[src/rtl/mem_arbiter.sv]
// rtl/mem_arbiter.sv - two-to-one IFU/LSU arbiter onto a single AXI4-subset master
//
// Latches single-cycle request pulses from the fetch (ifu_*) and load/store (lsu_*)
// ports into per-port pending registers and issues one bus transaction at a time.
// LSU has priority over IFU. A one-cycle response pulse with the read word returns
// to the port that owns the finished transaction.
//
// Ports:
//   clock, reset                      rising-edge clock, asynchronous active-high reset
//   ifu_reqValid/ifu_addr             fetch request pulse and word address
//   ifu_respValid/ifu_rdata           fetch response pulse and fetched word
//   lsu_reqValid/addr/size/wen/wdata/wmask   load/store request pulse and fields
//   lsu_respValid/lsu_rdata           completion pulse, raw bus word (0 for stores)
//   ar*/r*/aw*/w*/b*                  AXI4-subset master channels, all outputs registered
//   err_valid/err_addr                sticky first bus error and its address
//
// Optional feature: define MEM_ARB_ERR_EN to record the first non-OKAY rresp/bresp;
// otherwise err_valid/err_addr are tied to 0.

module mem_arbiter #(
    parameter int ADDR_W = 32,
    parameter int DATA_W = 32
) (
    input  logic              clock,
    input  logic              reset,
    input  logic              ifu_reqValid,
    input  logic [ADDR_W-1:0] ifu_addr,
    output logic              ifu_respValid,
    output logic [DATA_W-1:0] ifu_rdata,
    input  logic              lsu_reqValid,
    input  logic [ADDR_W-1:0] lsu_addr,
    input  logic [1:0]        lsu_size,
    input  logic              lsu_wen,
    input  logic [DATA_W-1:0] lsu_wdata,
    input  logic [3:0]        lsu_wmask,
    output logic              lsu_respValid,
    output logic [DATA_W-1:0] lsu_rdata,
    output logic              arvalid,
    input  logic              arready,
    output logic [ADDR_W-1:0] araddr,
    output logic [2:0]        arsize,
    input  logic              rvalid,
    output logic              rready,
    input  logic [DATA_W-1:0] rdata,
    input  logic [1:0]        rresp,
    output logic              awvalid,
    input  logic              awready,
    output logic [ADDR_W-1:0] awaddr,
    output logic [2:0]        awsize,
    output logic              wvalid,
    input  logic              wready,
    output logic [DATA_W-1:0] wdata,
    output logic [3:0]        wstrb,
    input  logic              bvalid,
    output logic              bready,
    input  logic [1:0]        bresp,
    output logic              err_valid,
    output logic [ADDR_W-1:0] err_addr
);

    typedef enum logic [2:0] {
        S_IDLE,
        S_RADDR,
        S_RDATA,
        S_WADDR,
        S_WRESP
    } state_t;

    state_t              state_q, state_d;
    logic                gnt_lsu_q, gnt_lsu_d;

    logic                ifu_pend_q, ifu_pend_d;
    logic [ADDR_W-1:0]   ifu_addr_q, ifu_addr_d;
    logic                lsu_pend_q, lsu_pend_d;
    logic [ADDR_W-1:0]   lsu_addr_q, lsu_addr_d;
    logic [1:0]          lsu_size_q, lsu_size_d;
    logic                lsu_wen_q, lsu_wen_d;
    logic [DATA_W-1:0]   lsu_wdata_q, lsu_wdata_d;
    logic [3:0]          lsu_wmask_q, lsu_wmask_d;

    logic                arvalid_q, arvalid_d;
    logic [ADDR_W-1:0]   araddr_q, araddr_d;
    logic [2:0]          arsize_q, arsize_d;
    logic                rready_q, rready_d;
    logic                awvalid_q, awvalid_d;
    logic [ADDR_W-1:0]   awaddr_q, awaddr_d;
    logic [2:0]          awsize_q, awsize_d;
    logic                wvalid_q, wvalid_d;
    logic [DATA_W-1:0]   wdata_q, wdata_d;
    logic [3:0]          wstrb_q, wstrb_d;
    logic                bready_q, bready_d;

    logic                ifu_resp_q, ifu_resp_d;
    logic [DATA_W-1:0]   ifu_rdata_q, ifu_rdata_d;
    logic                lsu_resp_q, lsu_resp_d;
    logic [DATA_W-1:0]   lsu_rdata_q, lsu_rdata_d;

    // AW and W complete independently; a channel already dropped counts as done.
    logic                aw_done, w_done;
    assign aw_done = !awvalid_q || awready;
    assign w_done  = !wvalid_q  || wready;

    always_comb begin
        state_d     = state_q;
        gnt_lsu_d   = gnt_lsu_q;
        ifu_pend_d  = ifu_pend_q;
        ifu_addr_d  = ifu_addr_q;
        lsu_pend_d  = lsu_pend_q;
        lsu_addr_d  = lsu_addr_q;
        lsu_size_d  = lsu_size_q;
        lsu_wen_d   = lsu_wen_q;
        lsu_wdata_d = lsu_wdata_q;
        lsu_wmask_d = lsu_wmask_q;
        arvalid_d   = arvalid_q;
        araddr_d    = araddr_q;
        arsize_d    = arsize_q;
        rready_d    = rready_q;
        awvalid_d   = awvalid_q;
        awaddr_d    = awaddr_q;
        awsize_d    = awsize_q;
        wvalid_d    = wvalid_q;
        wdata_d     = wdata_q;
        wstrb_d     = wstrb_q;
        bready_d    = bready_q;
        ifu_resp_d  = 1'b0;
        ifu_rdata_d = ifu_rdata_q;
        lsu_resp_d  = 1'b0;
        lsu_rdata_d = lsu_rdata_q;

        // A pulse on an already-pending port is dropped. Capture and grant of the
        // same port never coincide: grant needs pend_q set, capture needs it clear.
        if (ifu_reqValid && !ifu_pend_q) begin
            ifu_pend_d = 1'b1;
            ifu_addr_d = ifu_addr;
        end
        if (lsu_reqValid && !lsu_pend_q) begin
            lsu_pend_d  = 1'b1;
            lsu_addr_d  = lsu_addr;
            lsu_size_d  = lsu_size;
            lsu_wen_d   = lsu_wen;
            lsu_wdata_d = lsu_wdata;
            lsu_wmask_d = lsu_wmask;
        end

        unique case (state_q)
            S_IDLE: begin
                if (lsu_pend_q) begin
                    lsu_pend_d = 1'b0;
                    gnt_lsu_d  = 1'b1;
                    if (lsu_wen_q) begin
                        awvalid_d = 1'b1;
                        wvalid_d  = 1'b1;
                        awaddr_d  = lsu_addr_q;
                        awsize_d  = {1'b0, lsu_size_q};
                        wdata_d   = lsu_wdata_q;
                        wstrb_d   = lsu_wmask_q;
                        state_d   = S_WADDR;
                    end else begin
                        arvalid_d = 1'b1;
                        araddr_d  = lsu_addr_q;
                        arsize_d  = {1'b0, lsu_size_q};
                        state_d   = S_RADDR;
                    end
                end else if (ifu_pend_q) begin
                    ifu_pend_d = 1'b0;
                    gnt_lsu_d  = 1'b0;
                    arvalid_d  = 1'b1;
                    araddr_d   = ifu_addr_q;
                    arsize_d   = 3'd2;
                    state_d    = S_RADDR;
                end
            end
            S_RADDR: begin
                if (arready) begin
                    arvalid_d = 1'b0;
                    rready_d  = 1'b1;
                    state_d   = S_RDATA;
                end
            end
            S_RDATA: begin
                if (rvalid) begin
                    rready_d = 1'b0;
                    state_d  = S_IDLE;
                    if (gnt_lsu_q) begin
                        lsu_resp_d  = 1'b1;
                        lsu_rdata_d = rdata;
                    end else begin
                        ifu_resp_d  = 1'b1;
                        ifu_rdata_d = rdata;
                    end
                end
            end
            S_WADDR: begin
                if (awready) awvalid_d = 1'b0;
                if (wready)  wvalid_d  = 1'b0;
                if (aw_done && w_done) begin
                    bready_d = 1'b1;
                    state_d  = S_WRESP;
                end
            end
            S_WRESP: begin
                if (bvalid) begin
                    bready_d    = 1'b0;
                    state_d     = S_IDLE;
                    lsu_resp_d  = 1'b1;
                    lsu_rdata_d = '0;
                end
            end
            default: state_d = S_IDLE;
        endcase
    end

    always_ff @(posedge clock or posedge reset) begin
        if (reset) begin
            state_q     <= S_IDLE;
            gnt_lsu_q   <= 1'b0;
            ifu_pend_q  <= 1'b0;
            ifu_addr_q  <= '0;
            lsu_pend_q  <= 1'b0;
            lsu_addr_q  <= '0;
            lsu_size_q  <= '0;
            lsu_wen_q   <= 1'b0;
            lsu_wdata_q <= '0;
            lsu_wmask_q <= '0;
            arvalid_q   <= 1'b0;
            araddr_q    <= '0;
            arsize_q    <= '0;
            rready_q    <= 1'b0;
            awvalid_q   <= 1'b0;
            awaddr_q    <= '0;
            awsize_q    <= '0;
            wvalid_q    <= 1'b0;
            wdata_q     <= '0;
            wstrb_q     <= '0;
            bready_q    <= 1'b0;
            ifu_resp_q  <= 1'b0;
            ifu_rdata_q <= '0;
            lsu_resp_q  <= 1'b0;
            lsu_rdata_q <= '0;
        end else begin
            state_q     <= state_d;
            gnt_lsu_q   <= gnt_lsu_d;
            ifu_pend_q  <= ifu_pend_d;
            ifu_addr_q  <= ifu_addr_d;
            lsu_pend_q  <= lsu_pend_d;
            lsu_addr_q  <= lsu_addr_d;
            lsu_size_q  <= lsu_size_d;
            lsu_wen_q   <= lsu_wen_d;
            lsu_wdata_q <= lsu_wdata_d;
            lsu_wmask_q <= lsu_wmask_d;
            arvalid_q   <= arvalid_d;
            araddr_q    <= araddr_d;
            arsize_q    <= arsize_d;
            rready_q    <= rready_d;
            awvalid_q   <= awvalid_d;
            awaddr_q    <= awaddr_d;
            awsize_q    <= awsize_d;
            wvalid_q    <= wvalid_d;
            wdata_q     <= wdata_d;
            wstrb_q     <= wstrb_d;
            bready_q    <= bready_d;
            ifu_resp_q  <= ifu_resp_d;
            ifu_rdata_q <= ifu_rdata_d;
            lsu_resp_q  <= lsu_resp_d;
            lsu_rdata_q <= lsu_rdata_d;
        end
    end

    assign arvalid       = arvalid_q;
    assign araddr        = araddr_q;
    assign arsize        = arsize_q;
    assign rready        = rready_q;
    assign awvalid       = awvalid_q;
    assign awaddr        = awaddr_q;
    assign awsize        = awsize_q;
    assign wvalid        = wvalid_q;
    assign wdata         = wdata_q;
    assign wstrb         = wstrb_q;
    assign bready        = bready_q;
    assign ifu_respValid = ifu_resp_q;
    assign ifu_rdata     = ifu_rdata_q;
    assign lsu_respValid = lsu_resp_q;
    assign lsu_rdata     = lsu_rdata_q;

`ifdef MEM_ARB_ERR_EN
    logic              err_valid_q, err_valid_d;
    logic [ADDR_W-1:0] err_addr_q, err_addr_d;

    // Only the first error is kept; the address registers still hold the
    // faulting transaction's address during its R/B handshake.
    always_comb begin
        err_valid_d = err_valid_q;
        err_addr_d  = err_addr_q;
        if (!err_valid_q) begin
            if (state_q == S_RDATA && rvalid && rresp != 2'b00) begin
                err_valid_d = 1'b1;
                err_addr_d  = araddr_q;
            end else if (state_q == S_WRESP && bvalid && bresp != 2'b00) begin
                err_valid_d = 1'b1;
                err_addr_d  = awaddr_q;
            end
        end
    end

    always_ff @(posedge clock or posedge reset) begin
        if (reset) begin
            err_valid_q <= 1'b0;
            err_addr_q  <= '0;
        end else begin
            err_valid_q <= err_valid_d;
            err_addr_q  <= err_addr_d;
        end
    end

    assign err_valid = err_valid_q;
    assign err_addr  = err_addr_q;
`else
    logic unused_err;
    assign unused_err = ^{rresp, bresp};
    assign err_valid  = 1'b0;
    assign err_addr   = '0;
`endif

endmodule

[config.mk]
export PLATFORM = sky130hd
export DESIGN_NAME = mem_arbiter
export DESIGN_NICKNAME = d
export VERILOG_FILES = /design/src/rtl/mem_arbiter.sv
export SDC_FILE = /design/constraint.sdc
export NUM_CORES = 1
export LEC_CHECK = 0
export CAP_MARGIN = 20
export CORE_AREA = 5 5 158 160
export DETAILED_ROUTE_END_ITERATION = 8
export DIE_AREA = 0 0 163 165
export MAX_ROUTING_LAYER = met4
export PLACE_DENSITY = 0.84
export SYNTH_ARGS = -nofsm -noshare
export SYNTH_HDL_FRONTEND = slang
export SYNTH_SLANG_ARGS = --single-unit
[constraint.sdc]
create_clock -name clock -period 29.2 [get_ports clock]
set_clock_uncertainty 0.2 [all_clocks]
set_input_delay 8.76 -clock clock [delete_from_list [all_inputs] [get_ports clock]]
set_output_delay 8.76 -clock clock [all_outputs]
set_load 0.01 [all_outputs]
# [After elaboration in Yosys (flattened, before gate mapping)]
# Index checks and enable logic that the tools add are counted.
[word_totals] mem_count=0 inputBits=148 regBits=285 rom_bits=0 word_cells=120 latch_bits=0 ram_bits=0
[classes] reduce_logical=27 eq_ne=16 multipliers=0 n_bitwise=1 n_div=0 shift=0 n_mux=51 addsub=0 n_lt_le_gt_ge=0
[ops] cell="$mux W32" n=6
[ops] cell="$pmux W32 S2" n=1
[ops] cell="$mux W1" n=27
[ops] cell="$mux W3" n=9
[ops] cell="$ne A2 B2 Y1 const B" n=10
[ops] cell="$reduce_and A4 Y1" n=4
[ops] cell="$pmux W3 S5" n=1
[ops] cell="$reduce_and A3 Y1" n=5
[ops] cell="$pmux W1 S2" n=6
[ops] cell="$reduce_bool A2 Y1" n=6
[ops] cell="$eq A3 B2 Y1 const B" n=2
[ops] cell="$ne A3 B3 Y1 const B" n=2
[ops] cell="$reduce_and A5 Y1" n=1
[ops] cell="$logic_not A1 Y1" n=4
[ops] cell="$eq A3 B1 Y1 const B" n=1
[ops] cell="$eq A3 B3 Y1 const B" n=1
[ops] cell="$logic_and A1 B1 Y1" n=3
[ops] cell="$logic_not A3 Y1" n=1
[ops] cell="$logic_or A1 B1 Y1" n=2
[ops] cell="$mux W2" n=1
[ops] cell="$reduce_and A2 Y1" n=1
[ops] cell="$not A1 Y1" n=1

# [Depth between registers and ports, before layout]
[depth] depth_word=6 ltp_mapped=7 ltp_nobuf=4

# [Least setup slack after synthesis]
# OpenSTA, ideal clock, no wires.
[synth_timing] path_kind="input-to-reg" from="in ifu_reqValid" to="reg ifu_addr_q[10]" setup_slack_ns=19.090 arrival_ns=9.785 path_stages=4 path_cell_list="nor2b_1 > clkbuf_1 > clkbuf_1 > mux2_2"
[synth_via] elab_chain_cells=1
[synth_rtl] element="from (decl)" line="26" text="input logic ifu_reqValid,"
[synth_rtl] element="$logic_and A1 B1 Y1" line="132" text="if (ifu_reqValid && !ifu_pend_q) begin"
[synth_rtl] element="to (signal assigned)" line="244" text="ifu_addr_q <= ifu_addr_d;"
[synth_rtl] element="to (decl)" line="73" text="logic [ADDR_W-1:0] ifu_addr_q, ifu_addr_d;"
# Every way passes these cells.
# A chain may end at the register's enable or synchronous reset.

==> impl_metrics.tcl <==
set metrics [dict create \
    maxSlewHeadroom_pct 25.8 \
    status "finished, final reports clean" \
    synth_area_leaders "dfrtp_1 62%, mux2_2 17%, mux2_4 3.8%" \
    dominantRegCellSynth "dfrtp_1" \
    die-area_sq_um 26900 \
    cp_top_family "buffers and inverters" \
    drv_cap 0 \
    synth_area_leader_cell "dfrtp_1" \
    busiest_layer "met2" \
    cts_root_buffer "clkbuf_16" \
    setup_viol 0 \
    cts_tree "done" \
    start_kind "input pin" \
    grt_usage_pct 21.2 \
    drc_errors 0 \
    avgSynthCellArea_sq_um 13.8 \
    synthesis.area_sq_um 11400 \
    drt_iter0_drc 369 \
    grt_pass1_wl_um 43600 \
    max_stage_delay_ns 0.83 \
    cts_setup_buffers 0 \
    powerDensity_nw_per_um2 114 \
    clock_path_buffers 3 \
    worst_r2r_path_depth 3 \
    r2r_end "awaddr[25]" \
    fin_crit_ns 11.27 \
    synth_top_area_share_pct 62.3 \
    drv_slew 0 \
    io_pins 358 \
    grt-ovfl-total 0 \
    synth.distinct_cells 35 \
    hp-start "araddr[4]" \
    hold_viol_final 0 \
    clkTransAtPathRegs_ns 0.06 \
    antenna_found_initial 1 \
    core-area_sq_um 23300 \
    start_util_pct 49.1 \
    cts_buffers 31 \
    fin_crit_sh_pct 38.6 \
    cp_max_fo 114 \
    cp-end-kind "asynchronous set/reset pin" \
    worst_pin_slew_ns 1.11 \
    synth_edf_count 0 \
    vias 7427 \
    cp-startpoint "reset" \
    ctsHoldBuffers 0 \
    grt_pass1_vias 7930 \
    cp_cell_sequence "clkdlybuf4s50_1 > inv_8 > buf_16 > buf_4 > buf_4" \
    hold_class "reg2reg" \
    cts.sinks 284 \
    ant_nets 0 \
    met3_usage_pct 7.59 \
    critPathSlowestCell "buf_4" \
    timing.fmax_mhz 88.7 \
    wl_um 28300 \
    die_h_um 165 \
    total_power_mw 1.79 \
    grt_use_met1_pct 24.3 \
    nNetsFinal 1286 \
    drive_gt1_share_pct 23.1 \
    clk_latency_ns 0.54 \
    portBuffers 318 \
    cp_common_cell "buf_4" \
    htreeDepth 1 \
    postLayoutCellArea_sq_um 15700 \
    reg2reg_slack_ns 26.28 \
    ys_seq_elements 284 \
    min_path_cells 2 \
    die_w_um 163 \
    async_flop_share_pct 100 \
    holdPathEnd "araddr[4]" \
    synthToLayoutAreaGrowth_pct 37.3 \
    worstPathArrival_ns 11.66 \
    yosysSeqAreaShare_pct 62.3 \
    synth_cells 828 \
    wl_per_cell_um 19.2 \
    dr.pass1.iters 5 \
    utilization_pct 67.4 \
    cellLeakagePower_nw 6.94 \
    row_count 56 \
    rsz0062_at_grt "no" \
    place_hpwl_um 19400 \
    timing.setup.tns_ns 0 \
    placed_area_sq_um 14700 \
    ys_warn_count 0 \
    vias_per_cell 5.04 \
    gp_congestion 0.778 \
    crit_buf_inv 5 \
    ir_worst_vdd_v 0.0000680 \
    fillCellCount 1657 \
    met2_usage_pct 35.1 \
    worstReg2RegStart "lsu_pend_q" \
    path_class "in2async" \
    cp_data_required_time_ns 29.59 \
    grt_max_degree 152 \
    post_cts_resized 0 \
]
==> worst max-delay path by stage <==
stage	endpoint	cells after the start
after detailed placement	lsu_wdata_q[26]	4
after CTS	lsu_wdata_q[16]	4
after floorplan	araddr[0]	1
after global routing	lsu_wdata_q[16]	5
final	lsu_wdata_q[25]	5
after global placement	lsu_wdata_q[28]	4
==> cell usage in the layout, fill, tap and decap left out, types with 2 or more instances in the layout <==
master,synthesis,final
clkdlybuf4s50_1,0,318
dfrtp_1,284,283
mux2_2,177,177
nand2_1,102,102
o21ai_0,70,68
conb_1,1,35
mux2i_1,32,32
clkbuf_16,0,31
mux2_4,29,29
clkbuf_1,20,9
inv_1,9,8
nor2_1,7,7
buf_4,42,7
a21oi_1,6,6
clkbuf_8,0,4
nor2b_4,1,3
o22ai_1,3,3
nor2b_1,4,2
o21ai_4,0,2
nand2b_1,2,2
clkinv_2,0,2
==> cell type report <==
class | count | area (sq um) | area share, %
clock buffers | 44 | 865 | 5.52
diodes | 1 | 2.50 | 0.0160
flip-flops and latches | 284 | 7110 | 45.4
multi-input cells | 485 | 3910 | 25.0
clock inverters | 5 | 56.3 | 0.359
repair buffers | 327 | 3280 | 21.0
well taps | 319 | 399 | 2.55
inverters | 9 | 41.3 | 0.264
==> cell usage after synthesis, types with 3 or more instances <==
| cell | instances |
|---|---|
| buf_2 | 16 |
| nor2_1 | 7 |
| mux2_4 | 29 |
| nor2b_1 | 4 |
| dfrtp_1 | 284 |
| mux2_2 | 177 |
| o21ai_0 | 70 |
| nand2_1 | 102 |
| buf_6 | 5 |
| a21oi_1 | 6 |
| clkbuf_1 | 20 |
| inv_1 | 9 |
| o22ai_1 | 3 |
| buf_4 | 42 |
| mux2i_1 | 32 |
==> logic make-up (layout without fill, tap and decap cells) <==
group                  count (synthesis)  after routing  synth area share, %
DFF                                  284            284                 62.3
AOI/OAI and AO/OA                     85             85                 3.93
buffers and inverters                 93            385                 4.94
and+or+nand+nor                      127            127                 4.74
muxes                                238            238                 24.1
other                                  1             36               0.0329
==> flip-flops by register name, summed over array words and instances, names as in the netlist, 2 cells and up <==
| signal | cells |
|---|---|
| state_q | 3 |
| lsu_wmask_q | 4 |
| wstrb | 4 |
| awsize | 2 |
| lsu_size_q | 2 |
| awaddr | 32 |
| araddr | 32 |
| lsu_wdata_q | 32 |
| wdata | 32 |
| ifu_addr_q | 32 |
| lsu_addr_q | 32 |
| ifu_rdata | 32 |
| arsize | 2 |
| lsu_rdata | 32 |
==> worst reg2reg max path, stage by stage, from the launching register on <==
cell,delay (ns)
dfrtp_2,0.41
buf_4,0.62
and3_4,1.05
mux2_2,0.52
==> where the power goes <==
part	internal (mW)	leakage, nW	switching, mW	total, mW
clock network	0.211	0.448	0.145	0.357
logic	0.426	3.08	0.303	0.729
registers	0.591	3.41	0.115	0.706
==> per-stage QoR <==
step           setup WS, ns  hold slack, ns  cells
2_1_floorplan         12.40           0.274    862
3_3_place_gp          17.20           0.260   1422
3_5_place_dp          17.21           0.269   1422
4_1_cts               17.77           0.283   1471
5_1_grt               17.50           0.308   1474
6_report              17.93           0.274   1474
==> routing by layer <==
layer  part of all wire [%]  vias to the layer above
met5                      0                        -
met4                    3.6                        0
met3                    9.6                       59
met2                     48                      293
met1                     38                     3691
li1                       -                     3384
(Power assumes the default switching activity.)
